--- config.mk ---
export PLATFORM = sky130hd
export DESIGN_NAME = result_arbiter
export DESIGN_NICKNAME = d
export VERILOG_FILES = /design/src/rtl/result_arbiter.sv
export SDC_FILE = /design/constraint.sdc
export NUM_CORES = 1
export LEC_CHECK = 0
export ABC_AREA = 1
export CORE_MARGIN = 3
export CORE_UTILIZATION = 30
export DETAILED_ROUTE_END_ITERATION = 8
export RECOVER_POWER = 100
export SLEW_MARGIN = 15
export SYNTH_ARGS = -nofsm -noshare
export SYNTH_HDL_FRONTEND = slang
export SYNTH_SLANG_ARGS = --single-unit
--- constraint.sdc ---
create_clock -name clk -period 4 [get_ports clk]
set_input_delay 0.6 -clock clk [delete_from_list [all_inputs] [get_ports clk]]
set_output_delay 0.6 -clock clk [all_outputs]
set_load 0.05 [all_outputs]
--- src/rtl/result_arbiter.sv ---
// rtl/result_arbiter.sv - two-source round-robin feeder for the OR-combining result bus
// Each source has a 2-entry FIFO; one granted word per cycle is driven onto its own bus with a one-hot ren.
`ifndef DATA_WIDTH
`define DATA_WIDTH 32
`endif

module result_arbiter #(
  parameter int DATA_WIDTH = `DATA_WIDTH
) (
  input  logic                  clk,
  input  logic                  rst_n,
  input  logic                  i_src0_valid,
  input  logic [DATA_WIDTH-1:0] i_src0_data,
  output logic                  o_src0_ready,
  input  logic                  i_src1_valid,
  input  logic [DATA_WIDTH-1:0] i_src1_data,
  output logic                  o_src1_ready,
  input  logic                  i_wb_ready,
  output logic [DATA_WIDTH-1:0] o_raw_bus_0,
  output logic [DATA_WIDTH-1:0] o_raw_bus_1,
  output logic                  o_raw_bus_0_ren,
  output logic                  o_raw_bus_1_ren,
  output logic                  o_busy
);

  localparam int FIFO_DEPTH = 2;
  localparam logic [1:0] FULL_COUNT = 2'(FIFO_DEPTH);

  logic [DATA_WIDTH-1:0] mem [2][FIFO_DEPTH];
  logic [1:0]            count [2];
  logic                  wr_ptr [2];
  logic                  rd_ptr [2];
  logic                  last_grant;

  logic [1:0]            src_valid;
  logic [1:0]            src_ready;
  logic [1:0]            nonempty;
  logic [1:0]            push;
  logic [1:0]            grant;
  logic [DATA_WIDTH-1:0] src_data [2];

  assign src_valid   = {i_src1_valid, i_src0_valid};
  assign src_data[0] = i_src0_data;
  assign src_data[1] = i_src1_data;

  // Ready comes from the registered count only, so a full FIFO refuses even while being popped.
  always_comb begin
    src_ready = 2'b00;
    nonempty  = 2'b00;
    push      = 2'b00;
    for (int s = 0; s < 2; s++) begin
      src_ready[s] = (count[s] != FULL_COUNT);
      nonempty[s]  = (count[s] != 2'd0);
      push[s]      = src_valid[s] && src_ready[s];
    end
  end

  // On contention, the source not granted last time wins.
  always_comb begin
    grant = 2'b00;
    if (i_wb_ready) begin
      if (nonempty[0] && (!nonempty[1] || last_grant)) begin
        grant = 2'b01;
      end else if (nonempty[1]) begin
        grant = 2'b10;
      end
    end
  end

  always_ff @(posedge clk) begin
    for (int s = 0; s < 2; s++) begin
      if (push[s]) begin
        mem[s][wr_ptr[s]] <= src_data[s];
      end
    end
  end

  always_ff @(posedge clk) begin
    if (rst_n) begin
      for (int s = 0; s < 2; s++) begin
        count[s]  <= 2'd0;
        wr_ptr[s] <= 1'b0;
        rd_ptr[s] <= 1'b0;
      end
      last_grant      <= 1'b1;
      o_raw_bus_0     <= '0;
      o_raw_bus_1     <= '0;
      o_raw_bus_0_ren <= 1'b0;
      o_raw_bus_1_ren <= 1'b0;
    end else begin
      for (int s = 0; s < 2; s++) begin
        if (push[s]) begin
          wr_ptr[s] <= ~wr_ptr[s];
        end
        if (grant[s]) begin
          rd_ptr[s] <= ~rd_ptr[s];
        end
        case ({push[s], grant[s]})
          2'b10:   count[s] <= count[s] + 2'd1;
          2'b01:   count[s] <= count[s] - 2'd1;
          default: count[s] <= count[s];
        endcase
      end
      if (grant[0]) begin
        last_grant <= 1'b0;
      end else if (grant[1]) begin
        last_grant <= 1'b1;
      end
      // Non-granted buses must read zero for the downstream OR-combine.
      o_raw_bus_0     <= grant[0] ? mem[0][rd_ptr[0]] : '0;
      o_raw_bus_1     <= grant[1] ? mem[1][rd_ptr[1]] : '0;
      o_raw_bus_0_ren <= grant[0];
      o_raw_bus_1_ren <= grant[1];
    end
  end

  assign o_src0_ready = src_ready[0];
  assign o_src1_ready = src_ready[1];
  assign o_busy = nonempty[0] || nonempty[1] || o_raw_bus_0_ren || o_raw_bus_1_ren;

endmodule

==> results of run 1 <==
-- routing by layer --
metal  track usage, %  vias to the layer above
met4             3.22                        0
met2             19.2                      140
li1                 -                     1962
met1             13.0                     1921
met3             2.83                       22
met5                0                        -
-- where the power goes --
group | internal [mW] | switching (mW)
combinational | 0.294 | 0.788
sequential | 2.56 | 0.0750
clock | 1.28 | 0.802
-- through the flow --
stage | utilization (%) | hold WS (ns)
floorplan | - | 0.475
detailed placement | 38.3 | 0.489
finish | 41.3 | 0.499
global placement | 38.3 | 0.491
global route | 41.3 | 0.532
CTS | 41.8 | 0.503
-- cell type report --
type | instances | area (sq um)
clock buffers | 28 | 604
clock inverters | 13 | 163
fillers | 2042 | 13000
inverters | 20 | 75.1
multi-input cells | 245 | 1150
flip-flops and latches | 203 | 5430
well taps | 280 | 350
repair buffers | 139 | 1390
-- critical path, stage by stage (launching register included) --
cell and delay (ns):
sky130_fd_sc_hd__edfxtp_1 0.38, sky130_fd_sc_hd__inv_1 0.09, sky130_fd_sc_hd__ha_1 0.24, sky130_fd_sc_hd__nor2_1 0.06, sky130_fd_sc_hd__nor2_1 0.14, sky130_fd_sc_hd__nand3_1 1.20, sky130_fd_sc_hd__a21oi_1 0.61
-- sequential cells by signal, summed over array words and instances (netlist names) --
| name | count |
|---|---|
| last_grant | 1 |
| rd_ptr | 2 |
| o_raw_bus_0 | 32 |
| o_raw_bus_0_ren | 1 |
| o_raw_bus_1_ren | 1 |
| o_raw_bus_1 | 32 |
| wr_ptr | 2 |
| count | 4 |
| mem | 128 |
-- cells in the final DEF (no fill, tap or decap) --
master	Yosys	routed
sky130_fd_sc_hd__a21oi_1	38	53
sky130_fd_sc_hd__nor2_2	1	4
sky130_fd_sc_hd__dlygate4sd3_1	0	134
sky130_fd_sc_hd__nand2_1	142	142
sky130_fd_sc_hd__inv_1	20	19
sky130_fd_sc_hd__a21boi_0	1	1
sky130_fd_sc_hd__nand3_1	1	3
sky130_fd_sc_hd__nand4_1	1	1
sky130_fd_sc_hd__edfxtp_1	136	136
sky130_fd_sc_hd__inv_6	0	1
sky130_fd_sc_hd__nor3_1	2	2
sky130_fd_sc_hd__nor2_1	14	11
sky130_fd_sc_hd__ha_1	6	6
sky130_fd_sc_hd__nor2_4	1	1
sky130_fd_sc_hd__o21ai_0	5	5
sky130_fd_sc_hd__dfxtp_1	67	67
sky130_fd_sc_hd__bufinv_16	0	3
sky130_fd_sc_hd__clkbuf_1	9	4
sky130_fd_sc_hd__clkbuf_16	0	23
sky130_fd_sc_hd__inv_8	0	1
sky130_fd_sc_hd__a21o_1	1	1
sky130_fd_sc_hd__clkinvlp_4	0	2
sky130_fd_sc_hd__clkinv_1	0	1
sky130_fd_sc_hd__clkinv_4	0	2
sky130_fd_sc_hd__clkinv_2	0	4
sky130_fd_sc_hd__buf_4	0	2
sky130_fd_sc_hd__clkdlybuf4s50_1	0	3
sky130_fd_sc_hd__a21oi_2	30	15
sky130_fd_sc_hd__clkbuf_8	0	1
-- worst max-delay path by stage --
stage                                  to  slack, ns  cells past startpoint
after floorplan                 mem[0][0]       1.23                      3
after global placement         mem[0][10]       1.29                      4
final                     o_raw_bus_0[27]       1.11                      6
after CTS                          o_busy       1.18                      6
after detailed placement       mem[0][38]       1.23                      4
after global routing       o_raw_bus_0[6]       0.84                      6
-- kinds of logic after synthesis --
kind of cell | count (synthesis)
buf+inv | 41
compound gates | 75
flops | 203
fa+ha+maj | 6
simple gates | 164
==> results.md, run 1 <==
Clock tree:
- The later pin in the worst-skew pair is clocked with a latency of 0.49 ns.
- For this design, the CTS-stage hold fixing added 0 buffers.
- The number of buffers inserted during clock tree synthesis is 23.
- After clock tree synthesis, the clock-pin slew on the worst setup and hold paths is ~0.06 ns.
- The clock tree from TritonCTS is done.
- Clock tree synthesis found a total of between 200 and 250 sinks.
- Counting along the longest clock path gives a buffer depth of 3.
- The number of setup buffers added after CTS is 0.
- The maximum level of the CTS H-tree is 1.
- The clock root buffer is sky130_fd_sc_hd__clkbuf_16.
- The number of cells upsized or downsized after cts is 0.

Timing:
- The routed design could run at a clock period as short as 2.89 ns.
- Setup repair after global routing left no endpoint under its margin.
- The final setup violation count is 0.
- The least setup slack across all paths after layout is between 1 and 1.5 ns.
- The peak clock frequency supported by timing is roughly 0.35 GHz.
- The number of failing hold endpoints at the final stage is 0.
- The worst-margin pin slew is approximately 1.8 ns.
- The worst slew slack as a fraction of its limit is -20.6%.
- The summed negative setup slack over all endpoints is 0 ns.
- The post-route fraction of the period consumed by the critical path is just over 70%.
- The max-slew violation count was just over 200.
- The clock tree skew after final layout is 0.00909 ns.

Critical path:
- The worst setup path is of the reg2reg kind.
- The maximum fanout encountered on the critical timing path is 35.
- The number of cells traversed by the worst register-to-register path is 6.
- STA puts the critical path data arrival time at ~3.3 ns.
- The critical path starts at count[1][0].
- STA puts the critical path data required time at approximately 4.4 ns.
- The terminus of the critical flop-to-flop path is o_raw_bus_0[27].
- The worst setup path is captured at a register.
- Across all register-to-register paths, the minimum setup slack is 1.11 ns.
- The launch instance of the worst register-to-register path is count[1][0].
- STA classifies the critical path startpoint as a register.

Yosys:
- The Yosys warning count is 0.
- The adder-cell area share of the yosys netlist is approximately 1.1%.
- The number of different library cells used by synthesis comes to 20.
- The basic-gate share of the synthesized area counting and, or, nand and nor cells is under 10%.
- Summing the areas of all compound-gate instances in the mapped netlist gives about 7% of the synthesized area.
- After synthesis, flip-flops and latches occupy approximately four fifths of the total area.
- The share of cell area taken by muxes after synthesis is 0%.
- Synthesis produced a netlist with a net count of roughly 560.
- The post-synthesis share of cell area spent on xor and xnor gates is 0%.
- By area, the combinational part of the netlist is dominated by simple AND/OR/NAND/NOR gates.
- The number of standard cells after synthesis is between 400 and 500.
- The cell area that synthesis handed to floorplanning was 6870 sq um.
- Counting flops and latches in the post-synthesis netlist gives just over 200.
- The synthesized design contains roughly 140 enable-type register cells.
- After synthesis, the mean cell area works out to approximately 14 sq um.
- By instance count, the leading cell after synthesis is sky130_fd_sc_hd__nand2_1.
- Among all flip-flop cells after synthesis, the most frequent one is sky130_fd_sc_hd__edfxtp_1.
- The area share of the largest cell type after synthesis is between 50% and 60%.
- After synthesis, the share of flip-flops with an asynchronous set or reset is 0%.
- Yosys attributes the largest share of cell area to sky130_fd_sc_hd__edfxtp_1 (59%), sky130_fd_sc_hd__dfxtp_1 (20%), sky130_fd_sc_hd__nand2_1 (7.8%).
- sky130_fd_sc_hd__edfxtp_1 takes more of the synthesized area than any other cell.
- By count the netlist is led by sky130_fd_sc_hd__nand2_1 (142), sky130_fd_sc_hd__edfxtp_1 (136), sky130_fd_sc_hd__dfxtp_1 (67).

Routing:
- The first TritonRoute pass finished after 4 iterations.
- The top metal layer carrying routed signals is met4.
- Wire segments on met3 add up to around 1.1 mm in the final route.
- The routed length on met2 is 6.85 mm.
- For this run, design rule violations remaining after detail routing come to 0.
- The average wire per cell in the routed design is 15.2 um.
- In this run the remaining antenna-violating nets after routing total 0.
- After detailed routing, the number of vias per cell comes to roughly 4.4.
- The detailed router put a total of 5.86 mm of wire on met1.
- The routed layout has just over 4k vias.
- The final layout contains routed wiring with a total length of around 14 mm.
- The DRC marker count from the first detailed-route iteration is ~130.

Floorplan:
- The initial standard-cell utilization of the core is between 30% and 40%.
- The die covers between 20000 and 25000 sq um.
- After floorplanning, the core was divided into between 50 and 60 placement rows.
- The placeable core region is about 22000 sq um.
- During I/O placement, the number of pins put on the boundary was around 140.
- The horizontal extent of the die is about 160 um.
- The height of the die is around 160 um.

Layout:
- The post-route cell area is 9160 sq um.
- The ratio of cells with drive above 1 in the final layout is between 9 and 10%.
- The area growth from synthesis to layout is 33.4%.
- The number of antenna diodes in the final layout is 0.
- After the flow finishes, the layout carries non-filler instances totaling a little over 900.
- The number of nets in the finished design is between 700 and 800.

Power and ir drop:
- Across the VDD grid, the largest voltage drop is between 0.0003 and 0.0004 V.
- The power density normalized to cell area is ~630 nW/um^2.
- The reported leakage power is around 3.5 nW.
- The final total power is 5.80 mW.

Global routing:
- Entering global routing, the biggest net connects 36 pins.
- The wire length of the first global-routing pass is about 21 mm.
- The number of global-route vias before repair is 4152.
- The total overflow reported by the global router is 0.
- The number of antenna violations at the first check in global routing came to 0.
- The overall routing resource usage is a little over a tenth.

Min path:
- The startpoint of the worst hold path is mem[0][111].
- The worst hold path was traced through 2 stages.
- The worst min-delay path category is reg2reg.
- The hold-critical path endpoint is o_raw_bus_1[15].

Outcome:
- The run finished, with violations left.
- The final reports fail on capacitance limit, slew limit.

Placement:
- The estimated wirelength of the detail-placed design is about 9.0 mm.
- The global placement routability congestion is just under 0.8.
- The number of I/O port buffers is ~140.
- Prior to clock tree synthesis, the placed netlist has a worst setup slack of 1.23 ns.
- The number of placed instances, taps included, is between 800 and 900.
- The post-place instance area is roughly 8500 sq um.

Run:
- The tool flagged a number of max-cap violations equal to 6.
No activity file was read; power rests on OpenSTA's default activity.
==> inputs of run 2 (changes only) <==
- clock period: 4 -> 2.7 ns (I/O delays scaled with it)
==> run 2 against run 1 <==
  * Die area is the same
  * Clock skew shrank 0.0011 ns
  * Sequential cell count is the same
  * Clock-buffer cell count grew 3
  * Global-route usage grew 0.25 points
  * Sequential power grew 49%
  * Final area grew 0.36%
  * Routed wire length grew 1.0%
  * Largest cell class unchanged
  * The flow now finishes without violations
  * Worst setup slack lost 0.89 ns
  * Largest power group unchanged
  * Non-clock buffer count grew 7
  * Cell count grew 0.86%
  * Critical path depth shrank 2
==> results.md, run 2 (synthesis results as in run 1) <==
Routing:
- The average wire per cell in the routed design is 15.2 um (+0.15%).
- The aggregate routed wire length is 14.2 mm (+1.0%).
- The number of vias in the routed layout is 4119 (+1.8%).
- The average vias per placed instance is 4.40 (+0.96%).
- The post-detailed-route count of antenna-violating nets is 0 (unchanged).
- The DRC violations left is 0 (unchanged).
- The number of optimization iterations in the first detailed-route pass was 4 (unchanged).
- The DRC marker count from the first detailed-route iteration was 142 (+13%).

Critical path:
- The critical path is of the reg2out type.
- The startpoint identified for the worst register-to-register timing path is count[1][0].
- The worst path required time is 2.30 ns (-2.06 ns).
- The endpoint arrival time on the critical path is 2.08 ns (-1.17 ns).
- The launching element type of the critical path is a register.
- The element type at the critical path end is a primary output.
- Tracing the worst setup path back leads to its startpoint at count[1][0].
- The maximum fanout encountered on the critical timing path came to 2 (-94%).

Floorplan:
- The floorplan row count is 54 (unchanged).
- The horizontal extent of the die was 157 um (unchanged).
- The height of the die was 157 um (unchanged).
- The initial standard-cell utilization of the core is 31.0% (unchanged).
- The placeable core region is 22200 sq um (unchanged).
- The number of I/O pins is 138 (unchanged).
- The overall die area is 24700 sq um (unchanged).

Layout:
- Leaving out fill and tap cells, the most frequent cell in the layout is sky130_fd_sc_hd__nand2_1.
- Relative to the synthesized area, the layout overhead comes to 33.9%.
- The filler cell count is 2044 (+0.098%).
- The core utilization of the finished layout was 41.5% (+0.15 points).
- Leaving out fill and tap cells, the most frequent cells in the layout are sky130_fd_sc_hd__nand2_1 (142), sky130_fd_sc_hd__edfxtp_1 (136), sky130_fd_sc_hd__dlygate4sd3_1 (132), sky130_fd_sc_hd__dfxtp_1 (67), sky130_fd_sc_hd__a21oi_1 (63).
- The antenna diode instance count is 0 (unchanged).
- The number of nets in the finished design is 714 (+0.99%).
- The non-filler instance count after layout is 936 (+0.86%).
- The flip-flop count of the largest register, all copies and words added is 128 (unchanged).
- The ratio of cells with drive above 1 in the final layout was 8.54% (-0.57 points).
- The area of combinational cells with multiple inputs is 1150 sq um (unchanged).
- The sequential standard cell area is 5430 sq um (unchanged).

Timing:
- The worst-margin pin slew is 0.927 ns (-0.876 ns).
- The final setup violation count is 0 (unchanged).
- The post-route fraction of the period consumed by the critical path is 91.9%.
- The worst slew slack as a fraction of its limit is 38.2% (+59 points).
- Setup repair after global routing left no endpoint under its margin.
- The summed negative setup slack over all endpoints is 0 ns (unchanged).
- The number of failing hold endpoints at the final stage came to 0 (unchanged).
- The clock tree skew after final layout is 0.00795 ns (-0.00114 ns).
- The minimum clock period is ~2.5 ns.
- The peak clock frequency supported by timing is between 0.4 and 0.5 GHz.
- The least setup slack across all paths after layout is 0.217 ns (-0.891 ns).
- The max-slew violation count is 0 (-100%).

Global routing:
- The wire length of the first global-routing pass is 21.7 mm (+2.8%).
- The overall routing resource usage was 11.1% (+0.25 points).
- The met2 usage is 19.6% (+0.47 points).
- The number of global-route vias before repair was 4201 (+1.2%).
- The global-route track usage on met1 was 13.2% (+0.19 points).
- The total overflow reported by the global router is 0 (unchanged).
- The met3 usage is 3.19% (+0.36 points).
- The maximum number of pins on one net before global-route repair came to 36 (unchanged).
- The number of antenna violations at the first check in global routing was 1 (+1).
- After global routing, the most crowded layer is met2.

Clock tree:
- The clock insertion delay at the later pin of the skew report is 0.50 ns (about the same).
- The clock root buffer is sky130_fd_sc_hd__clkbuf_16.
- The post-CTS repair timing setup buffer count is 0 (unchanged).
- The number of buffers inserted during clock tree synthesis is 23 (unchanged).
- The clock sink count was 203 (unchanged).
- TritonCTS built the clock tree.
- The number of buffers between clock root and the deepest sink came to 3 (unchanged).
- The clock transition at the registers of the reported paths is 0.06 ns (about the same).
- The number of hold buffers added after cts was 0 (unchanged).
- The maximum level of the CTS H-tree is 1 (unchanged).

Power and ir drop:
- The reported leakage power is 3.58 nW (+1.2%).
- The power density normalized to cell area is 937 nW/um^2 (+48%).
- The largest vdd supply drop is 0.000512 V (+53%).

Placement:
- The post-placement worst setup slack was 0.391 ns (-0.844 ns).
- The number of I/O port buffers is 137 (unchanged).
- The estimated wirelength of the detail-placed design is 9.18 mm (+2.2%).
- The number of placed instances with taps included is 894 (+0.79%).
- The global placement routability congestion is 0.763 (-1.8%).

Outcome:
- The run finished with clean final reports.

Run:
- The max-cap check violation count came to 0 (-6).

Min path:
- The startpoint of the worst hold path is mem[0][37].
- The worst min-delay path category is reg2reg.
-- run 2: metal layers --
layer,vias to the layer above,wire (um)
li1,1974,-
met1,1991,5930
met3,26,977
met4,2,310
met5,-,13
met2,126,6980
-- run 2: where the power goes --
part | switching, mW | leakage, nW | internal [mW]
clock | 1.21 | 0.378 | 1.88
sequential | 0.135 | 1.82 | 3.79
combinational | 1.16 | 1.38 | 0.438
-- run 2: area by class of cell --
type                            count  area share (%)
Multi-Input combinational cell    245            12.6
Sequential cell                   203            59.0
Timing Repair Buffer              146            15.4
Clock inverter                     11            1.32
Clock buffer                       31            7.03
Tap cell                          280            3.81
Inverter                           20           0.817
-- run 2: stage by stage --
stage               total power [mW]  hold WS (ns)  instance area [sq um]
floorplan                       5.12         0.475                   6870
global placement                5.70         0.484                   8580
detailed placement              5.77         0.492                   8580
CTS                             8.89         0.468                   9350
global route                    9.01         0.518                   9190
finish                          8.61         0.499                   9190
-- run 2: path summary, 6_finish.rpt --
| kind | endpoint | slack, ns | cells past startpoint |
|---|---|---|---|
| hold reg to reg | o_raw_bus_0[5] | 0.50 | 2 |
| hold / removal | o_raw_bus_0[5] | 0.50 | 2 |
| setup reg to reg | mem[0][76] | 0.50 | 6 |
| setup / recovery | o_src1_ready | 0.22 | 4 |
-- run 2: worst max-delay path, cell delays in order, from the launching register on --
cell and delay (ns):
sky130_fd_sc_hd__edfxtp_1 0.35, sky130_fd_sc_hd__inv_1 0.07, sky130_fd_sc_hd__ha_1 0.21, sky130_fd_sc_hd__inv_1 0.06, sky130_fd_sc_hd__dlygate4sd3_1 0.88
-- run 2: repair_timing --
action                                 4_1_cts  5_1_grt
endpoints found under the hold margin        0        0
resized for setup                            0        1
setup endpoints to repair                    0        1
==> inputs of run 3 (changes only) <==
- SLEW_MARGIN: 15 -> default
==> results of run 3 <==
The final DEF is identical to that of run 2; final timing and power are the same.
